File: src/rtl/ddmtd_phase_accum.sv
// Windowed averager for the DDMTD phase-sample stream: mean (and optional min/max) per 2^LOG2_AVG samples.
// Optional feature macro: DDMTD_ACCUM_MINMAX_EN compiles in the running min/max tracking.
module ddmtd_phase_accum #(
  parameter int SAMPLE_BIT_WIDTH = 16,
  parameter int LOG2_AVG         = 4
) (
  input  logic                               clk_ddmtd_i,
  input  logic                               rst_ddmtdclk_i,
  input  logic signed [SAMPLE_BIT_WIDTH-1:0] phase_diff_i,
  input  logic                               phase_diff_p_i,
  input  logic                               report_ready_i,
  output logic                               report_valid_o,
  output logic signed [SAMPLE_BIT_WIDTH-1:0] mean_o,
  output logic signed [SAMPLE_BIT_WIDTH-1:0] min_o,
  output logic signed [SAMPLE_BIT_WIDTH-1:0] max_o,
  output logic        [7:0]                  overrun_cnt_o
);

  localparam int SUM_W = SAMPLE_BIT_WIDTH + LOG2_AVG;
  localparam int CNT_W = LOG2_AVG + 1;
  localparam logic [CNT_W-1:0] LAST_CNT = CNT_W'((1 << LOG2_AVG) - 1);

  typedef enum logic {
    EMPTY = 1'b0,
    FULL  = 1'b1
  } state_e;

  state_e                      state_q;
  logic signed [SUM_W-1:0]     sum_q, sum_d;
  logic        [CNT_W-1:0]     cnt_q, cnt_d;
  logic signed [SUM_W-1:0]     sampleExt;
  logic signed [SUM_W-1:0]     sumNext;
  logic signed [SAMPLE_BIT_WIDTH-1:0] meanNext;
  logic                        windowClose;
  logic                        loadReport;
  logic signed [SAMPLE_BIT_WIDTH-1:0] mean_q;
  logic        [7:0]           overrun_q;

  assign sampleExt = {{LOG2_AVG{phase_diff_i[SAMPLE_BIT_WIDTH-1]}}, phase_diff_i};
  assign sumNext   = sum_q + sampleExt;
  // Dropping the low LOG2_AVG bits of the full-width sum is an arithmetic shift, i.e. floor.
  assign meanNext  = sumNext[LOG2_AVG +: SAMPLE_BIT_WIDTH];

  always_comb begin
    sum_d       = sum_q;
    cnt_d       = cnt_q;
    windowClose = 1'b0;
    if (phase_diff_p_i) begin
      if (cnt_q == LAST_CNT) begin
        windowClose = 1'b1;
        sum_d       = '0;
        cnt_d       = '0;
      end else begin
        sum_d = sumNext;
        cnt_d = cnt_q + 1'b1;
      end
    end
  end

  always_ff @(posedge clk_ddmtd_i) begin
    if (rst_ddmtdclk_i) begin
      sum_q <= '0;
      cnt_q <= '0;
    end else begin
      sum_q <= sum_d;
      cnt_q <= cnt_d;
    end
  end

  // A closing window is taken if the slot is free or the held report is consumed on this same edge.
  assign loadReport = windowClose && ((state_q == EMPTY) || report_ready_i);

  always_ff @(posedge clk_ddmtd_i) begin
    if (rst_ddmtdclk_i) begin
      state_q   <= EMPTY;
      mean_q    <= '0;
      overrun_q <= '0;
    end else begin
      case (state_q)
        EMPTY: begin
          if (windowClose) begin
            mean_q  <= meanNext;
            state_q <= FULL;
          end
        end
        FULL: begin
          if (windowClose) begin
            if (report_ready_i) begin
              mean_q <= meanNext;
            end else if (overrun_q != 8'hFF) begin
              overrun_q <= overrun_q + 8'd1;
            end
          end else if (report_ready_i) begin
            state_q <= EMPTY;
          end
        end
        default: state_q <= EMPTY;
      endcase
    end
  end

  assign report_valid_o = (state_q == FULL);
  assign mean_o         = mean_q;
  assign overrun_cnt_o  = overrun_q;

`ifdef DDMTD_ACCUM_MINMAX_EN
  logic signed [SAMPLE_BIT_WIDTH-1:0] runMin_q, runMax_q;
  logic signed [SAMPLE_BIT_WIDTH-1:0] minNext, maxNext;
  logic signed [SAMPLE_BIT_WIDTH-1:0] min_q, max_q;

  // The first sample of a window seeds the running extremes.
  always_comb begin
    minNext = phase_diff_i;
    maxNext = phase_diff_i;
    if (cnt_q != '0) begin
      if (runMin_q < phase_diff_i) minNext = runMin_q;
      if (runMax_q > phase_diff_i) maxNext = runMax_q;
    end
  end

  always_ff @(posedge clk_ddmtd_i) begin
    if (rst_ddmtdclk_i) begin
      runMin_q <= '0;
      runMax_q <= '0;
      min_q    <= '0;
      max_q    <= '0;
    end else begin
      if (phase_diff_p_i) begin
        runMin_q <= minNext;
        runMax_q <= maxNext;
      end
      if (loadReport) begin
        min_q <= minNext;
        max_q <= maxNext;
      end
    end
  end

  assign min_o = min_q;
  assign max_o = max_q;
`else
  logic unusedLoad;
  assign unusedLoad = loadReport;
  assign min_o      = '0;
  assign max_o      = '0;
`endif

endmodule

File: config.mk
export PLATFORM = sky130hd
export DESIGN_NAME = ddmtd_phase_accum
export DESIGN_NICKNAME = d
export VERILOG_FILES = /design/src/rtl/ddmtd_phase_accum.sv
export SDC_FILE = /design/constraint.sdc
export NUM_CORES = 1
export LEC_CHECK = 0
export CORE_MARGIN = 1.5
export CORE_UTILIZATION = 45
export DETAILED_ROUTE_END_ITERATION = 12
export PLACE_DENSITY = 0.76
export SETUP_SLACK_MARGIN = 0.15
export SLEW_MARGIN = 40
export SYNTH_ARGS = -nofsm -noshare
export SYNTH_HDL_FRONTEND = slang
export SYNTH_SLANG_ARGS = --single-unit
File: constraint.sdc
create_clock -name clk_ddmtd_i -period 2.3 [get_ports clk_ddmtd_i]
set_clock_uncertainty 0.15 [all_clocks]
set_input_delay 0.23 -clock clk_ddmtd_i [delete_from_list [all_inputs] [get_ports clk_ddmtd_i]]
set_output_delay 0.23 -clock clk_ddmtd_i [all_outputs]
set_load 0.05 [all_outputs]
==> flow_summary_export.csv <==
group,metric,value,unit
run_status,outcome,"complete, no violations",
cells_and_area,final_util,0.691,
timing,fmax,438,MHz
timing,setup_violations,0,
logic_synthesis,syn-cell-area,0.00312,mm²
worst_setup_path,crit_path_end_kind,"flip-flop",
power_and_ir_drop,p_leak,1.96,nW
route,avgViaCountPerCell,5.51,
logic_synthesis,synth_seq_cells,50,
timing,tightest_slew,514,ps
global_route,grt_pass1_wl,13500,µm
worst_setup_path,crit_path_max_fanout,3,
worst_setup_path,worstPathRequired,2410,ps
route,firstDrtPassIters,4,
timing,min_period,2280,ps
route,drc,0,
route,wire_per_inst,15.9,µm
global_route,grt_util_met1,0.282,
power_and_ir_drop,power.density,651,mW/mm²
logic_synthesis,synthArstFlopShare,0,
route,drt-total-wl,8910,µm
min_path,hp-class,"input pin to flip-flop",
worst_setup_path,cp.buffers_inverters,3,
cells_and_area,drive_gt1_frac,0.334,
global_route,antenna_found_initial,0,
power_and_ir_drop,power_switching,1.04,mW
clocking,cts_tree,"done",
route,drtIter0Drc,183,
power_and_ir_drop,power_frac_comb,0.414,
clocking,clock_latency,320,ps
cells_and_area,nets,523,
logic_synthesis,synth_edf_count,0,
floorplan,num_rows,30,
logic_synthesis,yosysUniqueCellTypes,58,
clocking,clock_sinks,50,
clocking,cts_buffers,5,
route,ant_nets,0,
timing,grt_setup_unrepaired,"yes",
global_route,grt_pass1_vias,2949,
floorplan,fp.dieH,86.2,µm
worst_setup_path,critPathArrivalTime,2390,ps
worst_setup_path,critPathLaunchType,"flip-flop",
logic_synthesis,postSynthCellCount,370,
floorplan,chipWidth,86.2,µm
placed_design,dp_hpwl,5680,µm
power_and_ir_drop,seqPwrFrac,0.326,
worst_setup_path,path_class,"flip-flop to flip-flop",
placed_design,gp_congestion,0.904,
timing,slew_headroom,0.656,
route,vias,3094,
cells_and_area,layout_common_cells,"buf_4 (73), dfxtp_1 (43), nand2_1 (36)",
logic_synthesis,syn_avg_cell_area,8.42,µm²
power_and_ir_drop,power_frac_clock,0.260,
power_and_ir_drop,internal-power,2.00,mW
cells_and_area,diodes,0,
worst_setup_path,cpMaxStageDelayCell,"dfxtp_2",
worst_setup_path,crit_top_cell,"buf_4",
worst_setup_path,path_delay_family,"compound AO/OA/AOI/OAI gates",
floorplan,initial_core_util,0.461,
cells_and_area,mostFrequentLayoutCell,"buf_4",
run,max_cap_viol_count,0,
global_route,grtUsageMet2,0.395,
timing,fin_crit_sh,0.993,
floorplan,design.core.area,0.00676,mm²
worst_setup_path,crit_chain,"ha_4 > a21oi_4 > nor3b_4 > buf_4 > o211ai_1 > a21boi_1 > o21a_1 > buf_4 > buf_6 > o21ai_0 > a32o_1",
clocking,cts_hold_buffers,0,
power_and_ir_drop,swShare,0.341,
timing,final_hold_viol_count,0,
placed_design,pre_cts_slack,-390,ps
clocking,clk_pin_slew_worst_paths,110,ps
cells_and_area,syn_to_final_growth,49.8,%
power_and_ir_drop,peakVddDrop,0.320,mV
global_route,grt_use_total,0.225,
logic_synthesis,yosysWarningCount,0,
timing,drv_slew,0,
clocking,htreeDepth,2,
timing,setup_ws,16.8,ps
logic_synthesis,yosysSeqAreaShare,0.321,
floorplan,die_area,0.00743,mm²
global_route,globalRouteOverflowTotal,0,
cells_and_area,design_area,0.00467,mm²
power_and_ir_drop,finalPower,3.04,mW
worst_setup_path,critPathMaxStageDelay,370,ps
global_route,grt_util_met3,0.0305,
global_route,grt_start_max_net_pins,27,
timing,tns,0,ps
global_route,top_usage_layer,"met2",
clocking,clock_path_buffers,2,
clocking,cts-root-buf,"clkbuf_8",
placed_design,io_buffer_count,44,
placed_design,placed_area,0.00396,mm²
logic_synthesis,synth_ff_type,"dfxtp_1",
floorplan,ios,77,
## registers in the layout, summed over array words and instances, names as in the netlist
signal          flops
cnt_q               5
mean_o             16
overrun_cnt_o       8
report_valid_o      1
sum_q              20
## synthesized netlist by cell type (2+ instances only)
library cell	number	area share
buf_4	33	0.079
nand2_1	40	0.048
buf_2	8	0.013
a32o_1	2	0.0064
o211ai_1	4	0.0096
nand3_1	11	0.018
nor2b_1	3	0.0060
nand2b_4	2	0.0088
or4_1	3	0.0072
mux2i_1	3	0.0096
dfxtp_1	50	0.32
a31oi_1	7	0.014
ha_1	21	0.084
o21bai_1	4	0.0096
inv_1	8	0.0096
a22o_1	9	0.025
a21o_1	2	0.0048
a21oi_1	28	0.045
o21ai_0	11	0.018
nor2_1	25	0.030
or3_1	4	0.0080
a21oi_2	3	0.0084
and3_1	6	0.012
a22oi_1	8	0.019
xnor2_1	11	0.031
nor3_1	6	0.0096
xor2_1	12	0.034
clkbuf_1	7	0.0084
nand4_1	10	0.020
## cell families (layout without fill, tap and decap cells)
| group | Yosys count | in the layout | synth area share |
|---|---|---|---|
| DFF | 50 | 50 | 0.321 |
| other | 1 | 32 | 0.00120 |
| buffers and inverters | 59 | 140 | 0.116 |
| xor gates and xnor gates | 23 | 23 | 0.0646 |
| adders and majority gates | 22 | 22 | 0.0907 |
| AOI/OAI and AO/OA | 89 | 89 | 0.192 |
| muxes | 3 | 3 | 0.00964 |
| and+or+nand+nor | 123 | 123 | 0.204 |
## routing by layer
| layer | wire length (µm) | vias up |
|---|---|---|
| li1 | - | 1473 |
| met1 | 3730 | 1484 |
| met4 | 279 | 0 |
| met5 | 0 | - |
| met3 | 425 | 29 |
| met2 | 4470 | 108 |
## tightest hold or removal path: stages
cell           delay [ps]
dlygate4sd2_1         230
ha_4                  120
a22oi_1                50
nor2_1                 70
## cell type report
class                      instances  area [µm²]
clock buffer                       6        82.6
sequential                        50        1010
inverter                           9        33.8
tap                               80         100
multi-input combinational        292        2330
clock inverter                     2        60.1
timing repair buffer             123        1050
fill                             502        2090
## stage by stage
| step | hold slack (ps) | cells |
|---|---|---|
| floorplan | 295 | 401 |
| finish | 277 | 562 |
| detailed placement | 300 | 537 |
| CTS | 289 | 553 |
| global placement | 294 | 537 |
| global route | 331 | 562 |
## power groups by stage
stage                     clock [mW]  combinational (mW)  sequential [mW]
after floorplan                    0               0.698            0.977
after global placement             0               0.955            0.983
after detailed placement           0               0.974            0.985
after CTS                      0.786                1.11            0.984
after global routing           0.838                1.35            0.997
final                          0.789                1.26            0.990
## final timing paths
| check | start | end | slack [ps] | cells past startpoint |
|---|---|---|---|---|
| hold / removal | phase_diff_i[0] | sum_q[0] | 280 | 4 |
| hold reg to reg | mean_o[3] | mean_o[3] | 310 | 2 |
| setup / recovery | sum_q[1] | sum_q[9] | 20 | 11 |
| setup reg to reg | sum_q[1] | sum_q[9] | 20 | 11 |
## repair_timing
action / 4_1_cts / 5_1_grt
setup buffers: 8 / 9
pin swaps: 39 / 21
gates resized for setup: 46 / 42
setup endpoints to repair: 23 / 27
Power figures use the tool's default switching activity.
